$ cat config.mk
export PLATFORM = sky130hd
export DESIGN_NAME = seg7_scan_driver
export DESIGN_NICKNAME = d
export VERILOG_FILES = /design/src/rtl/seg7_pkg.sv /design/src/rtl/seg7_scan_driver_bin2bcd.sv /design/src/rtl/seg7_scan_driver.sv
export SDC_FILE = /design/constraint.sdc
export NUM_CORES = 1
export LEC_CHECK = 0
export ABC_AREA = 0
export CELL_PAD_IN_SITES_DETAIL_PLACEMENT = 1
export CELL_PAD_IN_SITES_GLOBAL_PLACEMENT = 2
export CORE_ASPECT_RATIO = 0.6
export CORE_MARGIN = 5
export CORE_UTILIZATION = 35
export CTS_CLUSTER_SIZE = 16
export DETAILED_ROUTE_END_ITERATION = 10
export PLACE_DENSITY_LB_ADDON = 0.1
export SYNTH_ARGS = -nofsm -noshare
export SYNTH_HDL_FRONTEND = slang
export SYNTH_SLANG_ARGS = --single-unit
$ cat constraint.sdc
create_clock -name clk -period 2.45 [get_ports clk]
set_input_delay 0.3675 -clock clk [delete_from_list [all_inputs] [get_ports clk]]
set_output_delay 0.3675 -clock clk [all_outputs]
set_load 0.005 [all_outputs]
$ cat src/rtl/seg7_pkg.sv
// Shared constants, scan FSM states and the 7-segment decoder
// for the serial 6-digit display driver.
package seg7_pkg;

  localparam int NUM_DIGITS = 6;
  localparam int MAX_VALUE  = 999999;
  localparam int BIN_W      = 20;
  localparam int BCD_W      = 4 * NUM_DIGITS;

  localparam logic [7:0] SEG_BLANK = 8'hFF;

  typedef enum logic [2:0] {
    IDLE,
    SHIFT_LO,
    SHIFT_HI,
    LATCH,
    LATCH_END
  } scan_state_e;

  // Active-low {a,b,c,d,e,f,g,dp}
  function automatic logic [7:0] decode7seg(input logic [3:0] dig);
    logic [7:0] seg;
    case (dig)
      4'd0:    seg = 8'h03;
      4'd1:    seg = 8'h9F;
      4'd2:    seg = 8'h25;
      4'd3:    seg = 8'h0D;
      4'd4:    seg = 8'h99;
      4'd5:    seg = 8'h49;
      4'd6:    seg = 8'h41;
      4'd7:    seg = 8'h1F;
      4'd8:    seg = 8'h01;
      4'd9:    seg = 8'h09;
      default: seg = SEG_BLANK;
    endcase
    return seg;
  endfunction

endpackage

$ cat src/rtl/seg7_scan_driver_bin2bcd.sv
// Sequential double-dabble: start loads bin, 20 shifts follow,
// done pulses one cycle after the last shift with bcd stable.
module bin2bcd_seq
  import seg7_pkg::*;
(
  input  logic             clk,
  input  logic             rst_n,
  input  logic             start,
  input  logic [BIN_W-1:0] bin,
  output logic             done,
  output logic [BCD_W-1:0] bcd
);

  logic [BIN_W-1:0]       bin_q, bin_d;
  logic [BCD_W-1:0]       acc_q, acc_d;
  logic [4:0]             cnt_q, cnt_d;
  logic                   busy_q, busy_d;
  logic                   done_q, done_d;
  logic [BCD_W-1:0]       adj;
  logic [BCD_W+BIN_W-1:0] sh;

  always_comb begin
    adj = acc_q;
    for (int i = 0; i < NUM_DIGITS; i++) begin
      if (acc_q[4*i +: 4] >= 4'd5)
        adj[4*i +: 4] = acc_q[4*i +: 4] + 4'd3;
    end
    sh = {adj, bin_q} << 1;
  end

  always_comb begin
    bin_d  = bin_q;
    acc_d  = acc_q;
    cnt_d  = cnt_q;
    busy_d = busy_q;
    done_d = 1'b0;
    if (start) begin
      bin_d  = bin;
      acc_d  = '0;
      cnt_d  = 5'(BIN_W);
      busy_d = 1'b1;
    end else if (busy_q) begin
      acc_d = sh[BCD_W+BIN_W-1:BIN_W];
      bin_d = sh[BIN_W-1:0];
      cnt_d = cnt_q - 5'd1;
      if (cnt_q == 5'd1) begin
        busy_d = 1'b0;
        done_d = 1'b1;
      end
    end
  end

  always_ff @(posedge clk or negedge rst_n) begin
    if (!rst_n) begin
      bin_q  <= '0;
      acc_q  <= '0;
      cnt_q  <= '0;
      busy_q <= 1'b0;
      done_q <= 1'b0;
    end else begin
      bin_q  <= bin_d;
      acc_q  <= acc_d;
      cnt_q  <= cnt_d;
      busy_q <= busy_d;
      done_q <= done_d;
    end
  end

  assign done = done_q;
  assign bcd  = acc_q;

endmodule

$ cat src/rtl/seg7_scan_driver.sv
// 6-digit display driver: binary capture -> BCD, then serial scan
// into segment/common 74HC595 chains (ser, srclk, rclk, oe_n).
module seg7_scan_driver
  import seg7_pkg::*;
#(
  parameter bit LEAD_BLANK = 1'b1
) (
  input  logic             clk,
  input  logic             rst_n,
  input  logic             tick,
  input  logic [BIN_W-1:0] value,
  input  logic             value_valid,
  output logic             value_ready,
  output logic             seg_ser,
  output logic             com_ser,
  output logic             srclk,
  output logic             seg_rclk,
  output logic             com_rclk,
  output logic             seg_oe_n,
  output logic             com_oe_n
);

  localparam logic [BIN_W-1:0] MAX_BIN = BIN_W'(MAX_VALUE);

  logic             capture;
  logic [BIN_W-1:0] bin_clamped;
  logic             conv_done;
  logic [BCD_W-1:0] conv_bcd;

  logic             ready_q, ready_d;
  logic [BCD_W-1:0] digits_q, digits_d;

  scan_state_e state_q, state_d;
  logic [2:0]  n_q, n_d;
  logic [2:0]  d_q, d_d;
  logic [7:0]  seg_byte_q, seg_byte_d;
  logic [7:0]  com_byte_q, com_byte_d;
  logic        seg_ser_q, seg_ser_d;
  logic        com_ser_q, com_ser_d;
  logic        srclk_q, srclk_d;
  logic        rclk_q, rclk_d;
  logic        oe_n_q, oe_n_d;

  logic [3:0]  dig;
  logic        blank;
  logic        nz;
  logic [7:0]  frame_seg;
  logic [7:0]  frame_com;

  assign capture     = value_valid & ready_q;
  assign bin_clamped = (value > MAX_BIN) ? MAX_BIN : value;

  bin2bcd_seq u_conv (
    .clk   (clk),
    .rst_n (rst_n),
    .start (capture),
    .bin   (bin_clamped),
    .done  (conv_done),
    .bcd   (conv_bcd)
  );

  always_comb begin
    ready_d  = ready_q;
    digits_d = digits_q;
    if (capture) begin
      ready_d = 1'b0;
    end else if (conv_done) begin
      ready_d  = 1'b1;
      digits_d = conv_bcd;
    end
  end

  // Walk from the top digit down so nz tells whether anything
  // at or above the selected position is non-zero.
  always_comb begin
    dig       = 4'd0;
    blank     = 1'b0;
    nz        = 1'b0;
    frame_com = 8'hFF;
    for (int k = NUM_DIGITS - 1; k >= 0; k--) begin
      if (digits_q[4*k +: 4] != 4'd0)
        nz = 1'b1;
      if (d_q == 3'(k)) begin
        dig          = digits_q[4*k +: 4];
        blank        = LEAD_BLANK && !nz && (k != 0);
        frame_com[k] = 1'b0;
      end
    end
    frame_seg = blank ? SEG_BLANK : decode7seg(dig);
  end

  always_comb begin
    state_d = state_q;
    if (tick) begin
      unique case (state_q)
        IDLE:      state_d = SHIFT_LO;
        SHIFT_LO:  state_d = SHIFT_HI;
        SHIFT_HI:  state_d = (n_q == 3'd7) ? LATCH : SHIFT_LO;
        LATCH:     state_d = LATCH_END;
        LATCH_END: state_d = SHIFT_LO;
        default:   state_d = IDLE;
      endcase
    end
  end

  // Frame bytes are frozen on entry to the first SHIFT_LO so a
  // digit update arriving mid-frame cannot tear the shifted byte.
  always_comb begin
    n_d        = n_q;
    d_d        = d_q;
    seg_byte_d = seg_byte_q;
    com_byte_d = com_byte_q;
    seg_ser_d  = seg_ser_q;
    com_ser_d  = com_ser_q;
    srclk_d    = srclk_q;
    rclk_d     = rclk_q;
    oe_n_d     = oe_n_q;
    if (tick) begin
      unique case (state_q)
        IDLE, LATCH_END: begin
          seg_byte_d = frame_seg;
          com_byte_d = frame_com;
          seg_ser_d  = frame_seg[7];
          com_ser_d  = frame_com[7];
          srclk_d    = 1'b0;
          n_d        = 3'd0;
        end
        SHIFT_LO: begin
          srclk_d = 1'b1;
        end
        SHIFT_HI: begin
          n_d = n_q + 3'd1;
          if (n_q == 3'd7) begin
            rclk_d = 1'b1;
          end else begin
            srclk_d   = 1'b0;
            seg_ser_d = seg_byte_q[3'd6 - n_q];
            com_ser_d = com_byte_q[3'd6 - n_q];
          end
        end
        LATCH: begin
          rclk_d = 1'b0;
          oe_n_d = 1'b0;
          d_d    = (d_q == 3'(NUM_DIGITS - 1)) ? 3'd0 : d_q + 3'd1;
        end
        default: begin
          srclk_d = 1'b0;
        end
      endcase
    end
  end

  always_ff @(posedge clk or negedge rst_n) begin
    if (!rst_n) begin
      state_q    <= IDLE;
      n_q        <= '0;
      d_q        <= '0;
      ready_q    <= 1'b1;
      digits_q   <= '0;
      seg_byte_q <= 8'hFF;
      com_byte_q <= 8'hFF;
      seg_ser_q  <= 1'b1;
      com_ser_q  <= 1'b1;
      srclk_q    <= 1'b0;
      rclk_q     <= 1'b0;
      oe_n_q     <= 1'b1;
    end else begin
      state_q    <= state_d;
      n_q        <= n_d;
      d_q        <= d_d;
      ready_q    <= ready_d;
      digits_q   <= digits_d;
      seg_byte_q <= seg_byte_d;
      com_byte_q <= com_byte_d;
      seg_ser_q  <= seg_ser_d;
      com_ser_q  <= com_ser_d;
      srclk_q    <= srclk_d;
      rclk_q     <= rclk_d;
      oe_n_q     <= oe_n_d;
    end
  end

  assign value_ready = ready_q;
  assign seg_ser     = seg_ser_q;
  assign com_ser     = com_ser_q;
  assign srclk       = srclk_q;
  assign seg_rclk    = rclk_q;
  assign com_rclk    = rclk_q;
  assign seg_oe_n    = oe_n_q;
  assign com_oe_n    = oe_n_q;

endmodule

======== Yosys cells after proc, flatten, opt, wreduce, memory -nomap -nowiden ========
Memories as Yosys holds them, arrays and structs flattened.
Index checks and enable logic that the tools add are counted.
cells by class
  mux-type cells .......................... 61
  reduce and logical (&&, ||, !) cells .... 24
  bitwise operators ....................... 3
  add/subtract/negate cells ............... 10
  equal/unequal tests ..................... 13
  $lt $le $gt $ge ......................... 8
operators by type and width
  kind                                                                    count
  20-bit two-way mux                                                      3
  24-bit two-way mux                                                      2
  4-bit two-way mux                                                       11
  1-bit two-way mux                                                       31
  4-bit by 3-bit >= comparator with 1-bit output (second input constant)  6
  4-bit by 2-bit adder with 4-bit output (second input constant)          5
  20-bit greater-than comparator (second input constant)                  1
  4-bit nonzero test                                                      5
  3-bit by 2-bit equality test with 1-bit output (second input constant)  4
  3-bit equality test (second input constant)                             4
  3-bit case mux with 4 select lines                                      1
  5-bit two-way mux                                                       2
  3-bit AND reduction                                                     3
  8-bit two-way mux                                                       1
  2-bit AND reduction                                                     4
  2-bit nonzero test                                                      4
  3-bit by 1-bit adder with 3-bit output (second input constant)          2
  1-bit binary-select mux with 3-bit select                               2
  3-bit by 1-bit equality test with 1-bit output (second input constant)  2
  3-bit zero test                                                         2
  3-bit two-way mux                                                       2
  1-bit case mux with 2 select lines                                      3
  3-bit case mux with 2 select lines                                      1
  5-bit by 1-bit equality test with 1-bit output (second input constant)  1
  11 further kinds                                                        17
storage, ports and cells
  logic and storage cells ................. 137
  bits of input ports ..................... 24
  memories kept ........................... 1
  output and inout bits ................... 8
  register bits ........................... 104
  ROM bits ................................ 112
memories
  memory           words  width  read ports  clocked after Yosys merged registers in  wr ports  line            text
  (no name shown)  16     7      1           0                                        0         seg7_pkg.sv:23  case (dig)

======== Logic depth before layout (Yosys ltp) ========
Gate-level depths: netlist of run 1.
  depth after elaboration ................. 11
  gate-level depth with buffers ........... 13

======== Cells and area by module ========
A second synthesis of run 1 with hierarchy kept.
second synthesis, totals
  cell total of the unflattened synthesis .. 581
  area total of the unflattened synthesis .. 5800.6 µm²
by module, submodules not included
  module            cells each  area an instance (µm²)  seq. area each (µm²)  instances
  seg7_scan_driver  292         3011.6                  1322.5                1
  bin2bcd_seq       289         2788.9                  1276.2                1

======== Least setup slack after synthesis of run 1 ========
Ideal clock, no wire load.
  kind .................................... register to register
  from .................................... reg d_q[0]
  to ...................................... reg seg_ser_q, in the netlist seg_ser
  slack ................................... -0.083 ns
  stages on the path, launching flop included .. 14
  arrival ................................. 2.452 ns
  period minus slack after synthesis ...... 2.533 ns
  cell sequence ........................... dfrtp_1 buf_6 buf_6 and2_1 ha_1 clkbuf_1 nor3b_2 a221o_1 a22oi_2 inv_1 ha_1 mux2i_1 nor2_2 o221a_1
on the way
  word-level cells in the longest chain between the ends .. 10
  elaborated cells on any way between the ends .. 21
  classes of those cells .................. 5 x eq/ne; 14 x mux; 1 x reduce/logical; 1 x memory
ends and longest elaborated chain
  item                                    line                     text
  start, declared                         seg7_scan_driver.sv:35   logic [2:0] d_q, d_d;
  start signal, assigned                  seg7_scan_driver.sv:157  d_q <= '0;
  start signal, assigned                  seg7_scan_driver.sv:170  d_q <= d_d;
  3-bit equality test                     seg7_scan_driver.sv:83   if (d_q == 3'(k)) begin
  4-bit two-way mux (6 in series)         seg7_scan_driver.sv:83
  memory 16 x 7 bit                       --
  8-bit two-way mux (*)                   seg7_scan_driver.sv:89   frame_seg = blank ? SEG_BLANK : decode7seg(dig);
  1-bit case mux with 2 select lines (*)  seg7_scan_driver.sv:119  unique case (state_q)
  end signal, assigned                    seg7_scan_driver.sv:175  seg_ser_q <= seg_ser_d;
  end, declared                           seg7_scan_driver.sv:38   logic seg_ser_q, seg_ser_d;
Every way passes the cells marked *; elsewhere a longest branch is shown, timed or not.
A chain may end at the register's enable or synchronous reset.

======== Worst setup path after layout of run 1 ========
  from .................................... reg d_q[1]
  to ...................................... reg seg_ser_q, in the netlist seg_ser
Same word-level chain as after synthesis.

==> flow_summary.ini, run 1 <==
[clock_network]
cts-root-buf = clkbuf_16
cts-htree-levels = 3
clock_latency_ns = 0.35
clockBufferDepth = 2
cts_tree = yes
cts_sinks = 103
clkTransAtPathRegs_ns = 0.08
cts_made_buffers = 9

[worst_setup_path]
critPathSlowestCell = dfrtp_1
cp.required_ns = 2.72
crit_chain = and2_1 > ha_4 > nor3b_2 > a221o_1 > a22oi_2 > inv_1 > ha_1 > mux2i_2 > nor2_2 > o221a_1
cp-start-kind = flop
path_max_fanout = 8
crit_family = compound AO/OA/AOI/OAI gates
critPathBufInv = 1
arrival_ns = 2.56
crit_type = reg -> reg
cpPeakStageDelay_ns = 0.41
end_kind = flop

[sta]
fin_ws_ns = 0.1641
finalSetupViolations = 0
maxSlewHeadroom = 0.5422
rsz0062_at_grt = no
finalClockSkew_ns = 0.009882
tightest_slew_ns = 0.6868
period_minus_slack_ns = 2.286
finalHoldViolCount = 0
finalMaxSlewViolations = 0
timing.final.crit_share = 0.9330
fmax_ghz = 0.4375

[run_status]
outcome = completed

[job]
max_cap_viol_count = 0

[floorplanning]
start_util = 0.3579
ios = 32
die_w_um = 172.1
row_count = 35
dieHeight_um = 107.2
die_area_um2 = 18450
core_area_um2 = 15410

[layout]
drive_above_1_share = 0.1658
area.growth.synth_to_final_pct = 16.87
diodes = 0
layoutNonFillerInstCount = 788
nNetsFinal = 627

[synthesis]
ys_ff_latch = 103
synth_most_common_cell = dfrtp_1
synth.distinct_cells = 59
syn_area_per_cell_um2 = 10.07
syn_nets = 595
synth_edf_count = 0
yosysTopAreaCellShare = 0.3901
yosysTopAreaCell = dfrtp_1
ys_warn_count = 0
synthTopCellsByCount = dfrtp_1 (86), nor2_1 (53), nand2_1 (52)
async_flop_share = 1.000
synth_area_um2 = 5517
syn-instance-count = 548
synthFlopType = dfrtp_1
synth_seq_area_share = 0.4711
ys_top_cells_by_area = dfrtp_1 (39%), dfstp_2 (8.1%), mux2i_1 (6.5%)

[route]
finalWirelength_mm = 13.83
wl_per_cell_um = 17.55
dr.pass1.iters = 6
drt_first_iter_violations = 193
viasPerCell = 5.190
num_vias = 4090
drc = 0
ant_nets = 0

[power]
p_leak_nw = 2.792
power.density_nw_per_um2 = 1371
irDropWorstVdd_mv = 0.4343

[global_routing]
antenna_found_initial = 0
grt_pass1_wl_mm = 23.74
grt_overflow_total = 0
grt_pass1_vias = 4384
grt_usage = 0.1618
grt_start_max_net_pins = 47

[worst_hold_path]
hold_path_class = in -> async

[placed_design]
port_buffers = 31
pre_cts_slack_ns = 0.04296
place_congestion = 0.8460
dp_hpwl_mm = 10.25
place_inst = 771
## routing by layer
layer / GRT usage / wire [µm] / share of wire / up-vias
met3: 0.03242 / 549 / 0.040 / 11
met1: 0.2576 / 7522 / 0.54 / 2054
li1: - / - / - / 1979
met4: 0.03029 / 102 / 0.0074 / 0
met2: 0.2251 / 5654 / 0.41 / 46
met5: 0 / 0 / 0 / -
## power breakdown
part | switching, W | internal (W) | total (W)
logic | 0.00219 | 0.00185 | 0.00404
registers | 0.000679 | 0.00254 | 0.00322
clock network | 0.000655 | 0.000927 | 0.00158
## cells by family after synthesis
logic type | Yosys count | synth area share
buffers and inverters | 55 | 0.04604
AND/OR/NAND/NOR | 158 | 0.1318
AO/OA/AOI/OAI | 126 | 0.1402
XOR/XNOR | 16 | 0.02540
flip-flops | 103 | 0.4711
multiplexers | 67 | 0.1334
adder cells (fa/ha/maj) | 23 | 0.05217
## worst register-to-register path: stages, from the launching register on
cell,delay (ns)
dfrtp_1,0.41
and2_1,0.21
ha_4,0.20
nor3b_2,0.07
a221o_1,0.31
a22oi_2,0.21
inv_1,0.10
ha_1,0.23
mux2i_2,0.19
nor2_2,0.07
o221a_1,0.22
## registers in the layout, indices dropped and copies added (netlist names)
register       flops
com_byte_q         6
seg_ser            1
n_q                3
com_ser            1
com_oe_n           1
srclk              1
state_q            3
seg_byte_q         7
u_conv.busy_q      1
u_conv.bin_q      20
value_ready        1
com_rclk           1
u_conv.done        1
digits_q          24
u_conv.cnt_q       5
d_q                3
u_conv.bcd        24
## stage by stage
stage	TNS (ns)	util	hold WS (ns)	area, µm²	total power, W
6_report	0	0.4183	0.02697	6447	0.008839
5_1_grt	0	0.4183	0.07118	6447	0.009628
4_1_cts	0	0.4167	0.03982	6424	0.008894
3_5_place_dp	0	0.3956	0.4301	6098	0.007240
3_3_place_gp	0	0.3956	0.4251	6098	0.007056
2_1_floorplan	-0.002724	-	0.07191	5518	0.006020
## what timing repair did
action	4_1_cts	5_1_grt
resized for setup	0	3
setup endpoints to repair	0	6
endpoints found under the hold margin	0	0
setup buffers	0	1
hold buffers	0	0
## layout make-up
cell class	count	area [µm²]
Inverter	26	97.59
Clock inverter	5	82.58
Timing Repair Buffer	50	488.0
Fill cell	1724	8967
Tap cell	203	254.0
Sequential cell	103	2600
Clock buffer	11	242.7
Multi-Input combinational cell	390	2683
## cell usage in the layout (no fill, tap or decap), types with 3 or more instances in the layout
master	count
nand2_1	52
nand3_1	10
o21ai_0	44
a21oi_1	39
o22a_1	6
inv_1	26
o22ai_1	6
buf_12	3
mux2_2	28
xor2_1	7
nand2b_1	6
buf_4	17
dfrtp_1	85
mux2i_1	35
nor4_1	5
ha_1	22
nor3_1	13
xnor2_1	9
clkdlybuf4s50_1	30
clkbuf_16	9
nor2_1	52
o21a_1	3
a31oi_1	5
dfstp_2	17
nor2b_1	3
## worst paths after layout
kind                               startpoint         endpoint  slack (ns)  depth (start not counted)
worst max-delay path                   d_q[1]          seg_ser        0.16                         10
worst min-delay path                    rst_n  u_conv.cnt_q[4]        0.03                          1
worst max register to register         d_q[1]          seg_ser        0.16                         10
worst min register to register  com_byte_q[4]    com_byte_q[4]        0.49                          2
max in group asynchronous               rst_n    com_byte_q[4]        1.73                          2
min in group clk                com_byte_q[4]    com_byte_q[4]        0.49                          2
Power figures use the tool's default switching activity.
==> run 2: changes to the inputs <==
--- a/config.mk
+++ b/config.mk
@@ -6,6 +6,7 @@
 export NUM_CORES = 1
 export LEC_CHECK = 0
 export ABC_AREA = 0
+export CAP_MARGIN = 20
 export CELL_PAD_IN_SITES_DETAIL_PLACEMENT = 1
 export CELL_PAD_IN_SITES_GLOBAL_PLACEMENT = 2
 export CORE_ASPECT_RATIO = 0.6
==> results of run 2 <==
Final layout, timing and power as in run 1 (identical DEF).
==> run 3: changes to the inputs <==
--- a/config.mk
+++ b/config.mk
@@ -9,12 +9,13 @@
 export CAP_MARGIN = 20
 export CELL_PAD_IN_SITES_DETAIL_PLACEMENT = 1
 export CELL_PAD_IN_SITES_GLOBAL_PLACEMENT = 2
-export CORE_ASPECT_RATIO = 0.6
+export CORE_ASPECT_RATIO = 0.7
 export CORE_MARGIN = 5
 export CORE_UTILIZATION = 35
 export CTS_CLUSTER_SIZE = 16
 export DETAILED_ROUTE_END_ITERATION = 10
 export PLACE_DENSITY_LB_ADDON = 0.1
+export SKIP_CTS_REPAIR_TIMING = 1
 export SYNTH_ARGS = -nofsm -noshare
 export SYNTH_HDL_FRONTEND = slang
 export SYNTH_SLANG_ARGS = --single-unit
==> flow_summary.ini, run 3 (same netlist as run 1, synthesis figures left out) <==
[run_status]
outcome = finished with violations
failed_checks = negative hold slack

[layout]
layout_commonest_cell = dfrtp_1
area.growth.synth_to_final_pct = 16.19
utilization = 0.4135
nNetsFinal = 632
diodes = 0
final_cell_mix = dfrtp_1 (85), nand2_1 (52), nor2_1 (52)
drive_above_1_share = 0.1712

[floorplanning]
start_util = 0.3559
die_w_um = 160.1
core_area_um2 = 15500
die_area_um2 = 18410
row_count = 38
ios = 32
dieHeight_um = 115.0

[worst_setup_path]
path_max_fanout = 10
cp.required_ns = 2.72
cp-start-kind = flop
end_kind = flop
crit_type = reg -> reg
arrival_ns = 2.64

[worst_hold_path]
hold_path_class = in -> async

[placed_design]
port_buffers = 31
pre_cts_slack_ns = 0.06210
dp_hpwl_mm = 9.885
place_congestion = 0.7989

[sta]
timing.final.crit_share = 0.9646
fmax_ghz = 0.4232
fin_setup_tns_ns = 0
maxSlewHeadroom = 0.5872
finalSetupViolations = 0
finalHoldViolCount = 7
tightest_slew_ns = 0.6151
finalClockSkew_ns = 0.007483
period_minus_slack_ns = 2.363
fin_ws_ns = 0.08679
fin_hold_ws_ns = -0.02101
finalMaxSlewViolations = 0
rsz0062_at_grt = no

[route]
ant_nets = 0
finalWirelength_mm = 13.30
drc = 0
dr.pass1.iters = 4
wl_per_cell_um = 16.84
num_vias = 4061
drt_first_iter_violations = 185
viasPerCell = 5.141

[global_routing]
grt_start_max_net_pins = 38
antenna_found_initial = 0
grt_overflow_total = 0
grt_usage = 0.1531
grt_pass1_vias = 4374
grt_pass1_wl_mm = 23.03

[clock_network]
cts_made_buffers = 9
clock_latency_ns = 0.35
clkTransAtPathRegs_ns = 0.07
clockBufferDepth = 2
cts_sinks = 103
cts-root-buf = clkbuf_16
cts_tree = yes
cts-htree-levels = 3

[job]
max_cap_viol_count = 0

[power]
p_leak_nw = 2.782
power.density_nw_per_um2 = 1343
irDropWorstVdd_mv = 0.4821
run 3: cell types whose count changed in the layout (fill, tap and decap cells not counted), sizes merged:
cell	delta
clkbuf	-1
buf	+5
bufinv	-2
inv	+1
clkinvlp	+2
run 3: metrics by stage:
step | area, µm² | total power (W) | instances
2_1_floorplan | 5518 | 0.006020 | 548
3_3_place_gp | 6092 | 0.006988 | 771
3_5_place_dp | 6092 | 0.007156 | 771
4_1_cts | 6367 | 0.008587 | 787
5_1_grt | 6410 | 0.009389 | 790
6_report | 6410 | 0.008607 | 790
run 3: power by group:
group	leakage (nW)	switching [W]	internal [W]
clock	0.129	0.000669	0.000696
combinational	1.39	0.00216	0.00188
sequential	1.26	0.000668	0.00254
total	2.78	0.00349	0.00512
run 3: cell type report:
| cell class | instances | area [µm²] |
|---|---|---|
| multi-input combinational | 390 | 2679 |
| timing repair buffer | 55 | 508.0 |
| inverter | 26 | 97.59 |
| sequential | 103 | 2600 |
| tap | 200 | 250.2 |
| clock inverter | 6 | 46.29 |
| clock buffer | 10 | 229.0 |
| fill | 1744 | 9090 |
run 3: worst max-delay path: stages, from the launching register on:
cell	delay (ns)
dfrtp_1	0.38
buf_6	0.17
mux2_2	0.34
a221o_1	0.35
a22oi_2	0.21
buf_4	0.18
ha_1	0.25
mux2i_1	0.17
nor2_1	0.06
o22a_1	0.17
run 3: worst paths after layout:
| kind | slack [ns] | cells past startpoint | startpoint | end |
|---|---|---|---|---|
| min reg2reg | 0.48 | 2 | com_byte_q[4] | com_byte_q[4] |
| max in group asynchronous | 1.77 | 2 | rst_n | value_ready |
| max reg2reg | 0.09 | 9 | d_q[0] | seg_byte_q[4] |
| min in group clk | 0.48 | 2 | com_byte_q[4] | com_byte_q[4] |
| min | -0.02 | 1 | rst_n | u_conv.cnt_q[4] |
| max | 0.09 | 9 | d_q[0] | seg_byte_q[4] |
run 3: routing by layer:
metal	track usage	wire length, µm
met3	0.03368	349
met5	0	0
met4	0.03152	68
met2	0.2293	5664
met1	0.2286	7221
